[src/rtl/mc_controller_pkg.sv]
// rtl/mc_controller_pkg.sv - shared encodings for the multi-cycle RV32I controller
package mc_controller_pkg;

    localparam int INSTR_BIT = 4;

    typedef enum logic [INSTR_BIT-1:0] {
        K_LUI     = 4'd0,
        K_AUIPC   = 4'd1,
        K_JAL     = 4'd2,
        K_JALR    = 4'd3,
        K_BRANCH  = 4'd4,
        K_LOAD    = 4'd5,
        K_STORE   = 4'd6,
        K_OPIMM   = 4'd7,
        K_OP      = 4'd8,
        K_ILLEGAL = 4'd9
    } kind_e;

    typedef enum logic [3:0] {
        ALU_ADD  = 4'd0,
        ALU_SUB  = 4'd1,
        ALU_SLL  = 4'd2,
        ALU_SLT  = 4'd3,
        ALU_SLTU = 4'd4,
        ALU_XOR  = 4'd5,
        ALU_SRL  = 4'd6,
        ALU_SRA  = 4'd7,
        ALU_OR   = 4'd8,
        ALU_AND  = 4'd9
    } alu_op_e;

    typedef enum logic [2:0] {
        S_START  = 3'd0,
        S_FETCH  = 3'd1,
        S_DECODE = 3'd2,
        S_EXEC   = 3'd3,
        S_MEM    = 3'd4,
        S_WB     = 3'd5,
        S_HALT   = 3'd6
    } state_e;

    localparam logic       ADDR_PC       = 1'b0;
    localparam logic       ADDR_ALUOUT   = 1'b1;
    localparam logic [1:0] PC_SRC_PLUS4  = 2'd0;
    localparam logic [1:0] PC_SRC_ALU    = 2'd1;
    localparam logic [1:0] PC_SRC_ALU_LB = 2'd2;
    localparam logic [1:0] A_SEL_RS1     = 2'd0;
    localparam logic [1:0] A_SEL_OLD_PC  = 2'd1;
    localparam logic [1:0] A_SEL_ZERO    = 2'd2;
    localparam logic       B_SEL_RS2     = 1'b0;
    localparam logic       B_SEL_IMM     = 1'b1;
    localparam logic [1:0] WB_ALUOUT     = 2'd0;
    localparam logic [1:0] WB_MEM        = 2'd1;
    localparam logic [1:0] WB_LINK       = 2'd2;

    // alt selects SUB at funct3=000 and SRA at funct3=101
    function automatic alu_op_e op_from_funct3(input logic [2:0] funct3, input logic alt);
        case (funct3)
            3'b000:  return alt ? ALU_SUB : ALU_ADD;
            3'b001:  return ALU_SLL;
            3'b010:  return ALU_SLT;
            3'b011:  return ALU_SLTU;
            3'b100:  return ALU_XOR;
            3'b101:  return alt ? ALU_SRA : ALU_SRL;
            3'b110:  return ALU_OR;
            default: return ALU_AND;
        endcase
    endfunction

    function automatic logic branch_taken(input logic [2:0] funct3, input logic eq,
                                          input logic lt, input logic ltu);
        case (funct3)
            3'b000:  return eq;
            3'b001:  return !eq;
            3'b100:  return lt;
            3'b101:  return !lt;
            3'b110:  return ltu;
            3'b111:  return !ltu;
            default: return 1'b0;
        endcase
    endfunction

endpackage

[src/rtl/mc_controller_alu_decoder.sv]
// rtl/mc_controller_alu_decoder.sv - combinational ALU-op and illegal-instruction decode
module alu_decoder
    import mc_controller_pkg::*;
(
    input  logic [INSTR_BIT-1:0] kind,
    input  logic [2:0]           funct3,
    input  logic [6:0]           funct7,
    output logic [3:0]           alu_op,
    output logic                 illegal
);

    always_comb begin
        alu_op  = ALU_ADD;
        illegal = 1'b0;
        case (kind)
            K_OP: begin
                alu_op = op_from_funct3(funct3, funct7[5]);
                if (funct7 != 7'h00 && funct7 != 7'h20)
                    illegal = 1'b1;
                if (funct7 == 7'h20 && funct3 != 3'b000 && funct3 != 3'b101)
                    illegal = 1'b1;
            end
            K_OPIMM: begin
                // funct7 is immediate bits except for shifts; only SRAI uses bit 5
                alu_op = op_from_funct3(funct3, (funct3 == 3'b101) && funct7[5]);
                if (funct3 == 3'b001 && funct7 != 7'h00)
                    illegal = 1'b1;
                if (funct3 == 3'b101 && funct7 != 7'h00 && funct7 != 7'h20)
                    illegal = 1'b1;
            end
            K_BRANCH: begin
                if (funct3 == 3'b010 || funct3 == 3'b011)
                    illegal = 1'b1;
            end
            K_LUI, K_AUIPC, K_JAL, K_JALR, K_LOAD, K_STORE: begin
                illegal = 1'b0;
            end
            default: illegal = 1'b1;
        endcase
    end

endmodule

[src/rtl/mc_controller.sv]
// rtl/mc_controller.sv - multi-cycle fetch/decode/exec/mem/wb sequencer for the RV32I datapath
module mc_controller
    import mc_controller_pkg::*;
#(
    parameter int WIDTH = 32
) (
    input  logic                 clk,
    input  logic                 reset_n,
    input  logic [INSTR_BIT-1:0] kind,
    input  logic [2:0]           funct3,
    input  logic [6:0]           funct7,
    input  logic                 cmp_eq,
    input  logic                 cmp_lt,
    input  logic                 cmp_ltu,
    input  logic                 mem_ready,
    output logic                 mem_req,
    output logic                 mem_we,
    output logic                 addr_sel,
    output logic                 ir_we,
    output logic                 pc_we,
    output logic [1:0]           pc_src,
    output logic                 aluout_we,
    output logic [1:0]           alu_a_sel,
    output logic                 alu_b_sel,
    output logic [3:0]           alu_op,
    output logic                 rf_we,
    output logic [1:0]           wb_sel,
    output logic                 halted
);

    if (WIDTH != 32) begin : g_width_check
        $error("mc_controller supports only a 32-bit datapath");
    end

    state_e     state_q, state_d;
    logic       is_load_q, is_store_q, is_link_q;
    logic [3:0] dec_op;
    logic       dec_illegal;

    alu_decoder u_alu_decoder (
        .kind    (kind),
        .funct3  (funct3),
        .funct7  (funct7),
        .alu_op  (dec_op),
        .illegal (dec_illegal)
    );

    // MEM and WB no longer look at kind, so the class is captured while the IR is decoded
    always_ff @(posedge clk or negedge reset_n) begin
        if (!reset_n) begin
            state_q    <= S_START;
            is_load_q  <= 1'b0;
            is_store_q <= 1'b0;
            is_link_q  <= 1'b0;
        end else begin
            state_q <= state_d;
            if (state_q == S_DECODE) begin
                is_load_q  <= (kind == K_LOAD);
                is_store_q <= (kind == K_STORE);
                is_link_q  <= (kind == K_JAL) || (kind == K_JALR);
            end
        end
    end

    always_comb begin
        state_d   = state_q;
        mem_req   = 1'b0;
        mem_we    = 1'b0;
        addr_sel  = ADDR_PC;
        ir_we     = 1'b0;
        pc_we     = 1'b0;
        pc_src    = PC_SRC_PLUS4;
        aluout_we = 1'b0;
        alu_a_sel = A_SEL_RS1;
        alu_b_sel = B_SEL_RS2;
        alu_op    = ALU_ADD;
        rf_we     = 1'b0;
        wb_sel    = WB_ALUOUT;
        halted    = 1'b0;
        case (state_q)
            S_START: state_d = S_FETCH;
            S_FETCH: begin
                mem_req  = 1'b1;
                addr_sel = ADDR_PC;
                if (mem_ready) begin
                    ir_we   = 1'b1;
                    pc_we   = 1'b1;
                    pc_src  = PC_SRC_PLUS4;
                    state_d = S_DECODE;
                end
            end
            S_DECODE: state_d = dec_illegal ? S_HALT : S_EXEC;
            S_EXEC: begin
                aluout_we = 1'b1;
                alu_op    = dec_op;
                alu_b_sel = B_SEL_IMM;
                state_d   = S_WB;
                case (kind)
                    K_OP:    alu_b_sel = B_SEL_RS2;
                    K_LUI:   alu_a_sel = A_SEL_ZERO;
                    K_AUIPC: alu_a_sel = A_SEL_OLD_PC;
                    K_LOAD, K_STORE: state_d = S_MEM;
                    K_JAL: begin
                        alu_a_sel = A_SEL_OLD_PC;
                        pc_we     = 1'b1;
                        pc_src    = PC_SRC_ALU;
                    end
                    K_JALR: begin
                        pc_we  = 1'b1;
                        pc_src = PC_SRC_ALU_LB;
                    end
                    K_BRANCH: begin
                        alu_a_sel = A_SEL_OLD_PC;
                        pc_we     = branch_taken(funct3, cmp_eq, cmp_lt, cmp_ltu);
                        pc_src    = PC_SRC_ALU;
                        state_d   = S_FETCH;
                    end
                    K_OPIMM: alu_a_sel = A_SEL_RS1;
                    default: state_d = S_HALT;
                endcase
            end
            S_MEM: begin
                mem_req  = 1'b1;
                addr_sel = ADDR_ALUOUT;
                mem_we   = is_store_q;
                if (mem_ready)
                    state_d = is_store_q ? S_FETCH : S_WB;
            end
            S_WB: begin
                rf_we   = 1'b1;
                wb_sel  = is_link_q ? WB_LINK : (is_load_q ? WB_MEM : WB_ALUOUT);
                state_d = S_FETCH;
            end
            S_HALT:  halted = 1'b1;
            default: state_d = S_START;
        endcase
    end

endmodule

[config.mk]
export PLATFORM = sky130hd
export DESIGN_NAME = mc_controller
export DESIGN_NICKNAME = d
export VERILOG_FILES = /design/src/rtl/mc_controller_pkg.sv /design/src/rtl/mc_controller_alu_decoder.sv /design/src/rtl/mc_controller.sv
export SDC_FILE = /design/constraint.sdc
export NUM_CORES = 1
export LEC_CHECK = 0
export BUFFER_PORTS_ARGS = -buffer_cell sky130_fd_sc_hd__buf_2
export CAP_MARGIN = 20
export CORE_UTILIZATION = 40
export CTS_BUF_LIST = sky130_fd_sc_hd__clkbuf_16
export DETAILED_ROUTE_END_ITERATION = 10
export MAX_ROUTING_LAYER = met4
export PLACE_DENSITY_LB_ADDON = 0.12
export SLEW_MARGIN = 25
export SYNTH_ARGS = -nofsm -noshare
export SYNTH_HDL_FRONTEND = slang
export SYNTH_SLANG_ARGS = --single-unit
[constraint.sdc]
create_clock -name clk -period 1.4 [get_ports clk]
set_input_delay 0.28 -clock clk [delete_from_list [all_inputs] [get_ports clk]]
set_output_delay 0.28 -clock clk [all_outputs]
set_load 0.005 [all_outputs]
# Yosys cells after proc, flatten, opt, wreduce, memory -nomap -nowiden

Index checks and enable logic that the tools add are counted.

Register bits after elaboration: 6
Output and inout port bits: 19
Logic and storage cells: 97
Input bits: 20

Equal/unequal tests: 26
Reductions and logical operators: 26
Muxes and demuxes: 40
Bitwise gates (word level): 1

Operators by type and width:

| cell               | count |
|---|---|
| $pmux 4 s7         | 2 |
| $eq 3x3->1 const B | 7 |
| $mux 1             | 20 |
| $pmux 3 s6         | 1 |
| $eq 4x3->1 const B | 4 |
| $eq 3x2->1 const B | 4 |
| $mux 3             | 4 |
| $reduce_or 6->1    | 2 |
| $reduce_or 2->1    | 5 |
| $pmux 3 s3         | 1 |
| $eq 4x2->1 const B | 2 |
| $mux 2             | 4 |
| $pmux 2 s2         | 2 |
| $pmux 4 s2         | 1 |
| $eq 7x6->1 const B | 1 |
| $logic_and 1x1->1  | 7 |
| $ne 7x6->1 const B | 1 |
| $reduce_bool 7->1  | 1 |
| $eq 3x1->1 const B | 2 |
| $logic_not 3->1    | 2 |
| $pmux 1 s6         | 1 |
| $eq 4x1->1 const B | 1 |
| $eq 4x4->1 const B | 1 |
| $logic_not 4->1    | 1 |
| other kinds (11)   | 16 |

# Longest topological paths before layout

Word-level depth: 7
Gate-level depth with buffers: 6
Gate-level depth less buffers: 5

# By module

From an unflattened synthesis, not the netlist that was laid out.

Cell total of the unflattened synthesis: 107
Area, all modules: 825.8 µm²

By module, submodules not included:

| module        | times used | sequential area each (µm²) | area each (µm²) | cells each |
|---|---|---|---|---|
| mc_controller | 1          | 150.1                      | 644.4           | 77 |
| alu_decoder   | 1          | 0.0                        | 181.4           | 30 |

# Least setup slack after synthesis

Ideal clock, no wire load.

Path kind: flip-flop to output port
From: reg state_q[2]
To: out alu_op[0]
Arrival: 1.239 ns
Stages on the path, launching flop included: 6
Required time: 1.120 ns
Buffers on the path: 0
Path slack: -0.119 ns
Cells stage by stage: dfrtp_1 > and2b_2 > nand2_1 > inv_1 > o21ai_0 > a211oi_1

Longest elaborated chain between the ends: 2

Ends and longest elaborated chain:

| element                | RTL line            | RTL |
|---|---|---|
| from (decl)            | mc_controller.sv:35 | `state_e state_q, state_d;` |
| from (signal assigned) | mc_controller.sv:56 | `state_q <= state_d;` |
| $eq 3x2->1             | mc_controller.sv:80 | `case (state_q)` |
| $mux 4                 | mc_controller.sv:80 |  |
| to (decl)              | mc_controller.sv:25 | `output logic [3:0] alu_op,` |

Every way passes these cells.

# Worst setup path in the final report

From: reg state_q[2]
To: out pc_src[1]

Longest elaborated chain between the ends: 2

Ends and longest elaborated chain:

| element    | RTL line            | RTL |
|---|---|---|
| $eq 3x2->1 | mc_controller.sv:80 |  |
| $mux 2     | n/a                 |  |
| to (decl)  | mc_controller.sv:21 | `output logic [1:0] pc_src,` |

Every way passes these cells.

==> results.tsv <==
metric	value	unit
Yosys warning count	0	
Final Util	85.7	%
hpwl dp	1.66	mm
iteration-0 DRC count of the detailed router	60	
P_int	1.27	mW
Cell variety after synth	37	
antenna-violating nets left	0	
Rel. slew slack	78.3	%
ys flop type	dfrtp_1	
# port buffers	38	
final setup fails	22	
Num CTS Buffers	3	
VDD IR-drop max	0.826	mV
Layout area overhead	101	%
Critical Path Source Type	register	
clock sinks	6	
Buf/Inv on CP	2	
largest fanout on the critical path	5	
synthesized cell area	736	sq um
outcome	complete, but fails checks	
critical path's largest stage delay	0.38	ns
Tcrit/Tclk final	124	%
Mapped Nets	121	
gr ovfl total	0	
top cell family by delay on the critical path	simple AND/OR/NAND/NOR gates	
Gate Count Post-Synth	101	
number of antenna violations at the first check in global routing	0	
number of antenna diodes	0	
DIE WIDTH	44.9	um
reg2reg end	is_load_q$_DFFE_PN0P_	
max_cap viols	0	
Die Y-Extent	44.9	um
Worst Setup SP	state_q[2]$_DFFE_PN0P_	
clock-pin slew on the worst setup and hold paths	0.04	ns
starting density of the core	42.6	%
worst reg2reg path startpoint	state_q[1]$_DFFE_PN0P_	
Final Worst Setup Slack	-0.337	ns
DR vias/cell	5.93	
critical path class	reg -> out	
worst hold path type	in -> async	
num rows	15	
first-pass GRT wire length	3.77	mm
vias in the first global route	893	
Avg WL per Cell	18.4	um
H-Tree Depth	1	
Clock Tree Buf Depth	2	
reg2reg setup slack	-0.11	ns
CP arrival	1.46	ns
GRT Total Usage	26.5	%
Core Region	0.00173	sq mm
IO Pins	39	
failing checks	negative setup slack	
fmax	576	MHz
Crit-path slowest cell	dfrtp_1	
Net Sw Frac	40.1	%
Logic pwr share	61.2	%
sequential cell area fraction in the yosys report	20.4	%
CTS root buf	clkbuf_16	
Flop pwr share	16.4	%
most common cell after layout, fill and taps aside	buf_2	
Place WS	-0.256	ns
Crit path required time	1.12	ns
pin count of the biggest net entering global routing	9	
part of the power in the clock network	22.5	%
DRC errors left	0	
most frequent cells in the layout	buf_2, buf_4, buf_6	
fin. max-slew vios	0	
worst reg-to-reg path cell count	4	
leakage	0.765	nW
Layout Skew	0.00242	ns
Psw	0.851	mW
RSZ-0062 raised after global routing	true	
TritonRoute pass-1 iters	4	
Vias	1162	
number of synthesized flops with an enable pin	0	
nets@finish	193	
Hold Vio Cnt, Final	0	
wirelength, routed	3.61	mm
TritonCTS clock tree	done	
#FFs+latches synth	6	
worst path cell trace	and2b_2 -> nand2_4 -> buf_6 -> nor4_4 -> buf_2	
ys async rst share	100	%
Pwr Density	1430	mW/mm^2
minimum clock period	1.74	ns
share of cells above drive strength 1	63.7	%
WHS	0.406	ns
Least-Margin Pin Slew	0.321	ns
die area	0.00201	sq mm
Mean Syn Cell Area	7.28	sq um
Crit. End Element	primary output	
Worst-Skew Late Latency	0.23	ns
gpl congestion	0.927	
[stage by stage]
stage               area [sq um]  TNS, ns  std cells  total power, mW
floorplan                    751  -0.0349        101            0.696
global placement            1110    -1.31        184             1.04
detailed placement          1110    -1.59        184             1.06
CTS                         1320    -2.70        191             1.75
global route                1480    -4.23        196             2.23
finish                      1480    -3.84        196             2.12
[power groups by stage]
stage	Sequential (mW)	Clock, mW	Combinational (mW)
finish	0.347	0.477	1.30
CTS	0.320	0.463	0.967
floorplan	0.312	0	0.384
detailed placement	0.316	0	0.740
global route	0.352	0.488	1.39
global placement	0.312	0	0.725
[state kept, by name (all words and copies together), names as in the netlist]
register and flops:
is_link_q 1, is_load_q 1, is_store_q 1, state_q 3
[metal layers]
| layer | vias up | global-route usage (%) | routed length, um |
|---|---|---|---|
| li1 | 496 | - | - |
| met1 | 534 | 27.5 | 1250 |
| met2 | 97 | 47.4 | 1830 |
| met3 | 35 | 4.40 | 268 |
| met4 | 0 | 14.5 | 257 |
| met5 | - | - | 0 |
[worst max path at each step]
stage | endpoint | slack (ns) | cells past startpoint
5_1_grt | pc_src[1] | -0.34 | 5
3_5_place_dp | pc_we | -0.26 | 6
2_1_floorplan | alu_op[0] | -0.02 | 5
6_report | pc_src[1] | -0.34 | 5
4_1_cts | alu_op[0] | -0.28 | 6
3_3_place_gp | pc_we | -0.24 | 6
[synthesized netlist by cell type (2+ instances only)]
library cell / count / area (sq um)
nand2_1: 10 / 37.5
buf_4: 3 / 22.5
nor2b_1: 3 / 18.8
nand2b_1: 4 / 25.0
dfrtp_1: 6 / 150
nor3_1: 2 / 10.0
xnor2_1: 3 / 26.3
nor2_1: 8 / 30.0
and2b_2: 2 / 17.5
mux2i_1: 2 / 20.0
o21ai_0: 9 / 45.0
and2_1: 2 / 12.5
nor4_1: 2 / 12.5
a21oi_1: 10 / 50.1
o21ai_1: 3 / 15.0
inv_1: 7 / 26.3
buf_6: 2 / 22.5
o41ai_1: 2 / 17.5
or3_1: 3 / 18.8
[cell type report]
| class | count | area (sq um) |
|---|---|---|
| Fill cell | 99 | 246 |
| Inverter | 8 | 30.0 |
| Multi-Input combinational cell | 81 | 677 |
| Timing Repair Buffer | 73 | 515 |
| Tap cell | 25 | 31.3 |
| Clock buffer | 3 | 75.1 |
| Sequential cell | 6 | 151 |
[repair_timing]
action / CTS / global route
pin swaps: 5 / 9
resized for setup: 21 / 31
setup buffers: 3 / 6
hold buffers: 1 / 0
setup endpoints to repair: 20 / 20
endpoints found under the hold margin: 6 / 0
[logic make-up after synthesis]
| family | after synthesis | synth area share, % |
|---|---|---|
| mux | 2 | 2.72 |
| flops | 6 | 20.4 |
| xor+xnor | 4 | 4.76 |
| compound gates | 31 | 24.8 |
| simple gates | 44 | 36.4 |
| buf+inv | 14 | 10.9 |
Power figures use the tool's default switching activity.
